<file path="src/rtl/db9md_pkg.sv">
// Shared constants for the Mega Drive DB9 pad reader.
//   - Button bit positions in the core's 16-bit joystick word.
//   - Scanner state encoding.
//   - Protocol step indices at which pad data is sampled.
package db9md_pkg;

  // Joystick word layout (active-high); bits [15:12] stay zero
  localparam int unsigned BIT_R     = 0;
  localparam int unsigned BIT_L     = 1;
  localparam int unsigned BIT_D     = 2;
  localparam int unsigned BIT_U     = 3;
  localparam int unsigned BIT_A     = 4;
  localparam int unsigned BIT_B     = 5;
  localparam int unsigned BIT_C     = 6;
  localparam int unsigned BIT_X     = 7;
  localparam int unsigned BIT_Y     = 8;
  localparam int unsigned BIT_Z     = 9;
  localparam int unsigned BIT_START = 10;
  localparam int unsigned BIT_MODE  = 11;

  localparam int unsigned JOY_W  = 16;
  localparam int unsigned STEP_W = 3;

  // Step indices within one player's 8-step select sequence
  localparam logic [STEP_W-1:0] STEP_DIR    = 3'd0;
  localparam logic [STEP_W-1:0] STEP_ASTART = 3'd1;
  localparam logic [STEP_W-1:0] STEP_SIXCHK = 3'd5;
  localparam logic [STEP_W-1:0] STEP_XYZ    = 3'd6;
  localparam logic [STEP_W-1:0] STEP_LAST   = 3'd7;

  typedef enum logic [1:0] {
    IDLE = 2'd0,
    SCAN = 2'd1,
    SWAP = 2'd2
  } state_t;

  function automatic int unsigned max_u(input int unsigned a, input int unsigned b);
    return (a > b) ? a : b;
  endfunction

endpackage

</file>
<file path="src/rtl/db9md_step_timer.sv">
// Tick counter with a last-tick pulse plus a 3-bit protocol step counter.
//   clk, reset : clock, synchronous active-high reset
//   step_en    : advance the step counter when the tick counter wraps
//   limit      : last tick value of the current period (period = limit + 1)
//   step       : current protocol step, wraps 7 -> 0
//   last_c     : combinational, high on the final tick of the period
import db9md_pkg::*;

module db9md_step_timer #(
  parameter int unsigned W = 17
) (
  input  logic              clk,
  input  logic              reset,
  input  logic              step_en,
  input  logic [W-1:0]      limit,
  output logic [STEP_W-1:0] step,
  output logic              last_c
);

  logic [W-1:0] tick;

  assign last_c = (tick == limit);

  // Period restarts automatically on wrap; the owner only swaps the limit
  always_ff @(posedge clk) begin
    if (reset) begin
      tick <= '0;
      step <= '0;
    end else if (last_c) begin
      tick <= '0;
      if (step_en) step <= step + STEP_W'(1);
    end else begin
      tick <= tick + W'(1);
    end
  end

endmodule

</file>
<file path="src/rtl/db9md_pad_reader.sv">
// Scans two Mega Drive 3/6-button pads through the shared DB9 port.
//   clk, reset   : joystick clock, synchronous active-high reset
//   joy_in       : pad lines D5..D0, active-low
//   joy_mdsel    : pad SELECT line
//   joy_split    : port mux select, 0 = player 1, 1 = player 2
//   joystick1/2  : committed active-high button words per player
//   present      : pad detected per player
//   six_btn      : 6-button pad detected per player
//   frame_strobe : one-cycle pulse after both players are committed
import db9md_pkg::*;

module db9md_pad_reader #(
  parameter int unsigned STEP_CYCLES = 200,
  parameter int unsigned IDLE_CYCLES = 85000
) (
  input  logic             clk,
  input  logic             reset,
  input  logic [5:0]       joy_in,
  output logic             joy_mdsel,
  output logic             joy_split,
  output logic [JOY_W-1:0] joystick1,
  output logic [JOY_W-1:0] joystick2,
  output logic [1:0]       present,
  output logic [1:0]       six_btn,
  output logic             frame_strobe
);

  localparam int unsigned TW = $clog2(max_u(IDLE_CYCLES, STEP_CYCLES));
  localparam logic [TW-1:0] IDLE_LAST = TW'(IDLE_CYCLES - 1);
  localparam logic [TW-1:0] STEP_END  = TW'(STEP_CYCLES - 1);

  logic [5:0]       sync_a;
  logic [5:0]       sync_b;
  logic [5:0]       d_c;
  state_t           state;
  logic             player;
  logic [JOY_W-1:0] shadow;
  logic             present_sh;
  logic             six_sh;
  logic             last_c;
  logic             scan_c;
  logic [STEP_W-1:0] step;
  logic [TW-1:0]    limit_c;

  // Two-flop synchronizer; idle lines are high
  always_ff @(posedge clk) begin
    if (reset) begin
      sync_a <= '1;
      sync_b <= '1;
    end else begin
      sync_a <= joy_in;
      sync_b <= sync_a;
    end
  end

  assign d_c     = ~sync_b;
  assign scan_c  = (state == SCAN);
  assign limit_c = (state == IDLE) ? IDLE_LAST : STEP_END;

  db9md_step_timer #(.W(TW)) u_timer (
    .clk     (clk),
    .reset   (reset),
    .step_en (scan_c),
    .limit   (limit_c),
    .step    (step),
    .last_c  (last_c)
  );

  // Scanner: IDLE -> SCAN(p0) -> SWAP -> SCAN(p1) -> IDLE
  always_ff @(posedge clk) begin
    if (reset) begin
      state        <= IDLE;
      player       <= 1'b0;
      joy_mdsel    <= 1'b1;
      joy_split    <= 1'b0;
      shadow       <= '0;
      present_sh   <= 1'b0;
      six_sh       <= 1'b0;
      joystick1    <= '0;
      joystick2    <= '0;
      present      <= '0;
      six_btn      <= '0;
      frame_strobe <= 1'b0;
    end else begin
      frame_strobe <= 1'b0;
      case (state)
        IDLE: begin
          joy_mdsel <= 1'b1;
          if (last_c) begin
            state      <= SCAN;
            player     <= 1'b0;
            joy_split  <= 1'b0;
            shadow     <= '0;
            present_sh <= 1'b0;
            six_sh     <= 1'b0;
          end
        end

        SWAP: begin
          if (last_c) begin
            state      <= SCAN;
            player     <= 1'b1;
            joy_mdsel  <= 1'b1;
            shadow     <= '0;
            present_sh <= 1'b0;
            six_sh     <= 1'b0;
          end
        end

        SCAN: begin
          if (last_c) begin
            case (step)
              STEP_DIR: begin
                shadow[BIT_U] <= d_c[0];
                shadow[BIT_D] <= d_c[1];
                shadow[BIT_L] <= d_c[2];
                shadow[BIT_R] <= d_c[3];
                shadow[BIT_B] <= d_c[4];
                shadow[BIT_C] <= d_c[5];
              end
              STEP_ASTART: begin
                // A pad pulls L and R low while SELECT is low
                present_sh        <= d_c[2] & d_c[3];
                shadow[BIT_A]     <= d_c[4];
                shadow[BIT_START] <= d_c[5];
              end
              STEP_SIXCHK: six_sh <= &d_c[3:0];
              STEP_XYZ: begin
                shadow[BIT_Z]    <= six_sh & d_c[0];
                shadow[BIT_Y]    <= six_sh & d_c[1];
                shadow[BIT_X]    <= six_sh & d_c[2];
                shadow[BIT_MODE] <= six_sh & d_c[3];
              end
              default: ;
            endcase

            if (step == STEP_LAST) begin
              joy_mdsel <= 1'b1;
              if (!player) begin
                joystick1  <= present_sh ? shadow : '0;
                present[0] <= present_sh;
                six_btn[0] <= present_sh & six_sh;
                state      <= SWAP;
                joy_split  <= 1'b1;
              end else begin
                joystick2    <= present_sh ? shadow : '0;
                present[1]   <= present_sh;
                six_btn[1]   <= present_sh & six_sh;
                state        <= IDLE;
                joy_split    <= 1'b0;
                frame_strobe <= 1'b1;
              end
            end else begin
              // Next step k+1 drives SELECT high when k+1 is even
              joy_mdsel <= step[0];
            end
          end
        end

        default: state <= IDLE;
      endcase
    end
  end

endmodule

</file>
<file path="config.mk">
export PLATFORM = sky130hd
export DESIGN_NAME = db9md_pad_reader
export DESIGN_NICKNAME = d
export VERILOG_FILES = /design/src/rtl/db9md_pkg.sv /design/src/rtl/db9md_step_timer.sv /design/src/rtl/db9md_pad_reader.sv
export SDC_FILE = /design/constraint.sdc
export NUM_CORES = 1
export LEC_CHECK = 0
export ABC_AREA = 1
export CORE_MARGIN = 8
export CORE_UTILIZATION = 56
export CTS_CLUSTER_DIAMETER = 40
export DETAILED_ROUTE_END_ITERATION = 16
export PLACE_DENSITY = 0.78
export SYNTH_ARGS = -nofsm -noshare
export SYNTH_HDL_FRONTEND = slang
export SYNTH_HIERARCHICAL = 1
export SYNTH_SLANG_ARGS = --single-unit
</file>
<file path="constraint.sdc">
create_clock -name clk -period 3.1 [get_ports clk]
set_clock_uncertainty 0.1 [all_clocks]
set_input_delay 0.31 -clock clk [delete_from_list [all_inputs] [get_ports clk]]
set_output_delay 0.31 -clock clk [all_outputs]
set_load 0.01 [all_outputs]
</file>
==> flow_metrics.env, run 1 <==
export IMPL_outcome="completed"
export IMPL_cts_tree="built"
export IMPL_port_buffers=38
export IMPL_setup_tns_ps=0
export IMPL_rows=30
export IMPL_power_density_mw_per_mm2=396.9
export IMPL_drv_cap=0
export IMPL_crit_fanout=28
export IMPL_drtPass1Iterations=4
export IMPL_postSynthCellCount=596
export IMPL_min_from="sync_a[2]"
export IMPL_wl_um=8288
export IMPL_vias=3535
export IMPL_antenna_found_initial=0
export IMPL_synth_top_area_frac=0.4034
export IMPL_die_y_um=100.2
export IMPL_finalCriticalPeriod_ps=2672
export IMPL_n_fill_cell=615
export IMPL_cts_reportedPaths_clkPinSlew_ps=90
export IMPL_fin_nets=656
export IMPL_yosysTopAreaCell="dfxtp_1"
export IMPL_htreeDepth=3
export IMPL_fin_crit_sh=0.8620
export IMPL_gr_total_overflow=0
export IMPL_ys_seq_area_frac=0.4034
export IMPL_synth_area_leaders="dfxtp_1 40%, nand2_1 16%, nor2_1 10%, inv_1 7.2%, nand3_1 4.4%"
export IMPL_first_iter_violations=165
export IMPL_max_freq_ghz=0.3742
export IMPL_p_switching_mw=0.4617
export IMPL_crit_type="reg2reg"
export IMPL_syn_to_final_growth_pct=16.04
export IMPL_critPathCaptureType="flop"
export IMPL_cts_buffers=9
export IMPL_dieWidth_um=100.2
export IMPL_vdd_drop_max_mv=0.2746
export IMPL_whs_path_depth=1
export IMPL_drive_gt1_frac=0.08756
export IMPL_postRouteAntennaNets=0
export IMPL_viasPerCell=4.732
export IMPL_die_area_mm2=0.01004
export IMPL_crit_path_start_kind="flop"
export IMPL_drcViolationCount=0
export IMPL_placed_cell_area_mm2=0.004420
export IMPL_r2r_cells=14
export IMPL_cts_setup_buffers=0
export IMPL_synth_area_mm2=0.003970
export IMPL_diodes=0
export IMPL_yosys_top_cells_count="173 x nand2_1, 107 x nor2_1, 80 x dfxtp_1"
export IMPL_coreArea_mm2=0.006832
export IMPL_ys_types=38
export IMPL_grt_use_total=0.1722
export IMPL_cts_buffer_depth=2
export IMPL_gp_congestion=0.8476
export IMPL_whs_ps=315.1
export IMPL_reg2reg_from="state[1]"
export IMPL_final_setup_viol_count=0
export IMPL_wl_per_cell_um=11.10
export IMPL_clock_power_share=0.388
export IMPL_ys_seq_elements=80
export IMPL_worstHoldPathType="reg2reg"
export IMPL_crit_arrival_ps=2820
export IMPL_seqPwrFrac=0.570
export IMPL_boundaryPins=47
export IMPL_hold_viol_final=0
export IMPL_hpwl_um=5958
export IMPL_finalMaxSlewViolations=0
export IMPL_required_ps=3250
export IMPL_yosys_warnings=6
export IMPL_async_reset_ff_frac=0
export IMPL_p_int_mw=1.367
export IMPL_p_leak_nw=2.192
export IMPL_start_util=0.5811
export IMPL_synth_edff_count=0
export IMPL_worstMarginPinSlew_ps=618.5
export IMPL_cp_startpoint="state[1]"
export IMPL_design_area_mm2=0.004607
export IMPL_relSlewSlack=0.5871
export IMPL_ys_flop_type="dfxtp_1"
export IMPL_root_buffer="clkbuf_8"
export IMPL_power_share_switching=0.2525
export IMPL_pwr_share_comb=0.042
export IMPL_rsz0062_at_grt="no"
export IMPL_avgSynthCellArea_um2=6.661
export IMPL_grt_pass1_wl_um=14240
export IMPL_clkSinkCount=80
export IMPL_cts_hold_buf=0
export IMPL_first_global_vias=3326
export IMPL_postLayoutCoreUtil=0.6744
export IMPL_worst_skew_pair_late_latency_ps=360
export IMPL_synth_most_common_cell="nand2_1"
export IMPL_grt_max_degree=29
## per-layer routing
layer	up-vias	GRT usage	part of all wire
li1	1869	-	-
met1	1567	0.1929	0.45
met2	86	0.3010	0.47
met3	13	0.03875	0.059
met4	0	0.08256	0.018
met5	-	0	0
## repair_timing
item | CTS | global route
endpoints found under the setup margin | 0 | 2
gates resized for setup | 0 | 1
hold endpoints to repair | 0 | 0
## registers in the layout, summed over array words and instances (netlist names)
signal,flops
player,1
present,2
joystick2,12
u_timer/step,3
state,2
u_timer/tick,17
sync_b,6
joy_split,1
present_sh,1
sync_a,6
joystick1,12
shadow,12
joy_mdsel,1
six_btn,2
frame_strobe,1
six_sh,1
## logic make-up after synthesis
kind of cell | after synthesis | share of synthesized area
DFF | 80 | 0.4034
and+or+nand+nor | 362 | 0.4018
adders and majority gates | 2 | 0.006302
other | 2 | 0.001892
AOI/OAI and AO/OA | 31 | 0.04192
xor gates and xnor gates | 11 | 0.02427
buffers and inverters | 108 | 0.1204
## path summary, 6_finish.rpt
kind / to / slack (ps)
worst max-delay path: joystick1[0] / 430
worst min-delay path: sync_b[2] / 320
worst max register to register: joystick1[0] / 430
worst min register to register: sync_b[2] / 320
## final cells by class
class | instances | area (um^2) | share of cell area
sequential | 80 | 1602 | 0.3476
clock inverter | 7 | 55.05 | 0.01195
tap | 96 | 120.1 | 0.02607
inverter | 80 | 300.3 | 0.06518
multi-input combinational | 432 | 1988 | 0.4316
clock buffer | 9 | 123.9 | 0.02689
timing repair buffer | 43 | 417.9 | 0.09071
## critical path, stage by stage, from the launching register on
cell	delay, ps
dfxtp_1	400
nor2_1	250
buf_4	220
nand2_1	70
nand2_1	70
nand2_1	50
nor2_1	130
nand3_1	100
nor2_2	250
nand2_1	160
nor2_4	190
nand2_1	120
buf_4	240
nor2_1	140
nor2_1	60
## power groups by stage
stage | sequential (mW) | combinational, mW | clock (mW)
finish | 1.04 | 0.0762 | 0.709
global route | 1.04 | 0.0860 | 0.769
CTS | 1.04 | 0.0745 | 0.726
detailed placement | 1.07 | 0.0739 | 0
global placement | 1.07 | 0.0735 | 0
floorplan | 1.07 | 0.0623 | 0
## placed cells by master, fill, tap and decap left out, types with 9 or more instances in the layout
| cell | count |
|---|---|
| nand2_1 | 173 |
| inv_1 | 76 |
| clkbuf_8 | 9 |
| nor2_1 | 107 |
| a21oi_1 | 22 |
| dfxtp_1 | 80 |
| nand3_1 | 35 |
| or2_2 | 12 |
| conb_1 | 26 |
| clkdlybuf4s50_1 | 38 |
## metrics by stage
step | cells | worst slack (ps) | power, mW
2_1_floorplan | 620 | 431.9 | 1.128
3_3_place_gp | 731 | 511.0 | 1.140
5_1_grt | 747 | 98.79 | 1.900
4_1_cts | 747 | 342.0 | 1.843
3_5_place_dp | 731 | 387.1 | 1.141
6_report | 747 | 427.7 | 1.829
No activity file was read; power rests on OpenSTA's default activity.
==> inputs of run 2 (changes only) <==
- CORE_UTILIZATION: 56 -> 57
- DONT_BUFFER_PORTS: unset -> 1
- PLACE_DENSITY: 0.78 -> 0.73
- SETUP_SLACK_MARGIN: unset -> 0.4
- clock period: 3.1 -> 2.2 ns (I/O delays scaled with it)
==> flow_metrics.env, run 2 (same netlist as run 1, synthesis figures left out) <==
export IMPL_outcome="completed"
export IMPL_p_leak_nw=2.298
export IMPL_most_common_layout_cells="155 x nand2_1, 96 x nor2_1, 76 x dfxtp_1"
export IMPL_crit_fanout=5
export IMPL_rrSetupSlack_ps=6
export IMPL_htreeDepth=3
export IMPL_placed_cell_area_mm2=0.004145
export IMPL_first_iter_violations=263
export IMPL_seqPwrFrac=0.555
export IMPL_required_ps=2350
export IMPL_drv_cap=0
export IMPL_max_freq_ghz=0.4559
export IMPL_relSlewSlack=0.5495
export IMPL_hold_viol_final=0
export IMPL_vdd_drop_max_mv=0.4998
export IMPL_final_setup_viol_count=0
export IMPL_p_switching_mw=0.6250
export IMPL_antenna_found_initial=0
export IMPL_gr_total_overflow=0
export IMPL_rows=30
export IMPL_worstHoldPathType="in2reg"
export IMPL_cts_reportedPaths_clkPinSlew_ps=80
export IMPL_viasPerCell=5.126
export IMPL_wl_per_cell_um=14.00
export IMPL_die_area_mm2=0.009891
export IMPL_drtPass1Iterations=4
export IMPL_drive_gt1_frac=0.2068
export IMPL_crit_type="reg2reg"
export IMPL_worstMarginPinSlew_ps=674.9
export IMPL_pwr_share_comb=0.046
export IMPL_clkSinkCount=80
export IMPL_critPathCaptureType="flop"
export IMPL_wl_um=10190
export IMPL_root_buffer="clkbuf_8"
export IMPL_fin_nets=655
export IMPL_cts_buffer_depth=2
export IMPL_fin_crit_sh=0.9971
export IMPL_setup_tns_ps=0
export IMPL_p_int_mw=2.018
export IMPL_dieWidth_um=99.46
export IMPL_design_area_mm2=0.004882
export IMPL_die_y_um=99.46
export IMPL_cts_buffers=9
export IMPL_crit_arrival_ps=2350
export IMPL_diodes=0
export IMPL_n_fill_cell=531
export IMPL_rsz0062_at_grt="yes"
export IMPL_gp_congestion=0.8721
export IMPL_grt_pass1_wl_um=15500
export IMPL_finalCriticalPeriod_ps=2194
export IMPL_grt_max_degree=29
export IMPL_layout_commonest_cell="nand2_1"
export IMPL_power_share_switching=0.2365
export IMPL_drcViolationCount=0
export IMPL_cts_tree="built"
export IMPL_vias=3732
export IMPL_port_buffers=0
export IMPL_coreArea_mm2=0.006756
export IMPL_first_global_vias=3253
export IMPL_grt_use_total=0.1927
export IMPL_crit_path_start_kind="flop"
export IMPL_largest_register="u_timer/tick"
export IMPL_start_util=0.5876
export IMPL_clock_power_share=0.399
export IMPL_largest_reg_flops=17
export IMPL_hpwl_um=5933
export IMPL_syn_to_final_growth_pct=22.98
export IMPL_finalMaxSlewViolations=0
export IMPL_postRouteAntennaNets=0
export IMPL_worst_skew_pair_late_latency_ps=360
export IMPL_power_density_mw_per_mm2=541.3
export IMPL_boundaryPins=47
==> run 2: final cells by class <==
cell class | count | area, um^2 | area share
clock buffer | 9 | 123.9 | 0.02537
clock inverter | 5 | 58.81 | 0.01205
inverter | 80 | 300.3 | 0.06151
multi-input combinational | 437 | 2245 | 0.4598
sequential | 80 | 1612 | 0.3301
tap | 80 | 100.1 | 0.02050
timing repair buffer | 37 | 442.9 | 0.09072
==> run 2: worst paths after layout <==
kind         startpoint              end  depth (start not counted)
max            state[1]    joystick2[10]                         16
min               reset  u_timer/step[1]                          3
min reg2reg   sync_a[1]        sync_b[1]                          1
max reg2reg    state[1]    joystick2[10]                         16
==> run 2: what timing repair did <==
item                                   4_1_cts  5_1_grt
resized for setup                           17       50
hold buffers                                 7        0
buffers inserted                             5        7
gates cloned                                 5        5
pin swaps                                   10       17
setup endpoints to repair                   53       67
endpoints found under the hold margin       17        0
==> run 2: power groups by stage <==
stage | Combinational, mW | Sequential (mW) | Clock (mW)
2_1_floorplan | 0.0882 | 1.50 | 0
3_3_place_gp | 0.0920 | 1.50 | 0
3_5_place_dp | 0.0934 | 1.50 | 0
4_1_cts | 0.107 | 1.47 | 1.06
5_1_grt | 0.135 | 1.47 | 1.13
6_report | 0.121 | 1.47 | 1.05
==> run 2: metrics by stage <==
| step | utilization | worst slack (ps) | instances | hold WS (ps) | power, mW |
|---|---|---|---|---|---|
| 3_3_place_gp | 0.6135 | 52.39 | 685 | 186.6 | 1.593 |
| 6_report | 0.7226 | 6.485 | 728 | 161.4 | 2.643 |
| 4_1_cts | 0.6772 | 75.52 | 716 | 52.32 | 2.635 |
| 3_5_place_dp | 0.6135 | -36.89 | 685 | 185.9 | 1.595 |
| 5_1_grt | 0.7226 | -137.8 | 728 | 184.0 | 2.731 |
| 2_1_floorplan | - | 12.47 | 620 | 223.8 | 1.590 |
==> run 2: metal layers <==
layer	GRT usage	vias up	wire [um]
li1	-	1878	-
met1	0.2527	1689	4441
met2	0.2939	150	4741
met3	0.05237	15	860
met4	0.07218	0	149
met5	0	-	0
==> run 2: worst max-delay path, stage by stage, from the launching register on <==
cell and delay, ps:
dfxtp_4 370, nor2_4 160, inv_2 90, inv_2 60
nand2_2 50, nand2_2 70, nand2_2 50, nor2_2 110
nand3_2 100, nor2_4 140, nand2_2 90, nor2_4 160
buf_12 160, buf_6 110, nand4_1 90, nand2_1 110
nor2_1 60
==> inputs of run 3 (changes only) <==
- SKIP_CTS_REPAIR_TIMING: unset -> 1
==> flow_metrics.env, run 3 (same netlist as run 1, synthesis figures left out) <==
export IMPL_dp_cells=685
export IMPL_hpwl_um=5933
export IMPL_worst_slack_ps=-17.55
export IMPL_seqPwrFrac=0.559
export IMPL_rrSetupSlack_ps=-20
export IMPL_wl_um=9280
export IMPL_reg2reg_from="state[1]"
export IMPL_p_int_mw=2.019
export IMPL_crit_fanout=6
export IMPL_slowest_delay_ps=380
export IMPL_place_ws_ps=-36.89
export IMPL_pwr_share_comb=0.045
export IMPL_finalMaxSlewViolations=0
export IMPL_cts_reportedPaths_clkPinSlew_ps=80
export IMPL_clock_power_share=0.396
export IMPL_crit_type="reg2reg"
export IMPL_outcome="finished, violations left"
export IMPL_p_switching_mw=0.6098
export IMPL_fin_cells=718
export IMPL_fin_crit_sh=1.008
export IMPL_critPathCaptureType="flop"
export IMPL_cp_startpoint="state[1]"
export IMPL_crit_path_top_delay_cell="dfxtp_2"
export IMPL_cts_tree="built"
export IMPL_path_cells="nor2_4 -> buf_4 -> inv_1 -> nand2_1 -> nand2_1 -> nand2_1 -> nor2_1 -> nand3_1 -> nor2_4 -> nand2_2 -> nor2_4 -> buf_12 -> buf_12 -> nand3_4 -> nor2_2 -> nor2_1"
export IMPL_most_common_layout_cells="165 x nand2_1, 94 x nor2_1, 76 x dfxtp_1"
export IMPL_gr_total_overflow=0
export IMPL_cts_buffers=9
export IMPL_boundaryPins=47
export IMPL_wl_per_cell_um=12.92
export IMPL_root_buffer="clkbuf_8"
export IMPL_first_iter_violations=234
export IMPL_p_leak_nw=2.218
export IMPL_relSlewSlack=0.5719
export IMPL_drcViolationCount=0
export IMPL_max_freq_ghz=0.4509
export IMPL_viasPerCell=4.930
export IMPL_antenna_found_initial=0
export IMPL_largest_register="u_timer/tick"
export IMPL_coreArea_mm2=0.006756
export IMPL_layout_commonest_cell="nand2_1"
export IMPL_worstHoldPathType="in2reg"
export IMPL_min_from="reset"
export IMPL_drtPass1Iterations=4
export IMPL_worst_skew_pair_late_latency_ps=350
export IMPL_drv_cap=0
export IMPL_htreeDepth=3
export IMPL_hold_viol_final=0
export IMPL_cts_buffer_depth=2
export IMPL_setup_tns_ps=-17.55
export IMPL_worstMarginPinSlew_ps=641.3
export IMPL_die_area_mm2=0.009891
export IMPL_seq_area_mm2=0.001609
export IMPL_final_setup_viol_count=1
export IMPL_multiInputGateArea_mm2=0.002185
export IMPL_required_ps=2350
export IMPL_drive_gt1_frac=0.1693
export IMPL_port_buffers=0
export IMPL_syn_to_final_growth_pct=17.43
export IMPL_postRouteAntennaNets=0
export IMPL_start_util=0.5876
export IMPL_power_density_mw_per_mm2=564.0
export IMPL_finalPower_mw=2.629
export IMPL_largest_reg_flops=17
export IMPL_failed_checks="setup timing"
export IMPL_gp_congestion=0.8721
export IMPL_crit_arrival_ps=2370
export IMPL_grt_use_total=0.1757
export IMPL_first_global_vias=3051
export IMPL_vias=3540
export IMPL_n_fill_cell=566
export IMPL_diodes=0
export IMPL_vdd_drop_max_mv=0.4837
export IMPL_power_share_switching=0.2319
export IMPL_rows=30
export IMPL_grt_max_degree=29
export IMPL_crit_path_start_kind="flop"
export IMPL_finalCriticalPeriod_ps=2218
export IMPL_die_y_um=99.46
export IMPL_fin_nets=645
export IMPL_clkSinkCount=80
export IMPL_rsz0062_at_grt="yes"
export IMPL_grt_pass1_wl_um=14170
export IMPL_dieWidth_um=99.46
## run 3: changes by cell type in the layout (fill, tap and decap cells not counted), moves of 3 or more
cell       previous run  this run
nand2_2              19         8
nor3b_1               0         4
buf_6                10         4
nand2_1             155       165
nor2_2               12        16
clkbuf_16             3         0
nor3b_2               5         1
## run 3: final timing paths
path | depth (start not counted) | endpoint
worst max-delay path | 16 | joystick2[5]
worst min-delay path | 3 | u_timer/step[1]
worst max register to register | 16 | joystick2[5]
worst min register to register | 1 | sync_b[3]
## run 3: cell type report
type,count,share of cell area
Clock buffer,9,0.02657
Clock inverter,5,0.01261
Inverter,80,0.06441
Multi-Input combinational cell,437,0.4686
Timing Repair Buffer,27,0.06119
Tap cell,80,0.02147
Sequential cell,80,0.3451
## run 3: power groups by stage
stage / Sequential [mW] / Combinational (mW) / Clock, mW
after floorplan: 1.50 / 0.0882 / 0
after global placement: 1.50 / 0.0920 / 0
after detailed placement: 1.50 / 0.0934 / 0
after CTS: 1.47 / 0.0940 / 1.06
after global routing: 1.47 / 0.134 / 1.13
final: 1.47 / 0.119 / 1.04
## run 3: critical path: cells and delay by family (launching register included)
kind                   cells  cell delay [ps]
AND/OR/NAND/NOR           12             1190
buffers and inverters      4              440
flip-flops                 1              380
## run 3: per-layer routing
layer  GRT usage  vias up  part of all wire
met5           0        -                 0
met4     0.07218        0             0.011
met3     0.05237        9             0.078
met2      0.2629      111              0.45
met1      0.2294     1567              0.46
li1            -     1853                 -
## run 3: through the flow
step	util	hold WS, ps	cell area [um^2]
2_1_floorplan	-	223.8	4141
3_3_place_gp	0.6135	186.6	4145
3_5_place_dp	0.6135	185.9	4145
4_1_cts	0.6406	-193.7	4328
5_1_grt	0.6900	211.3	4662
6_report	0.6900	199.3	4662
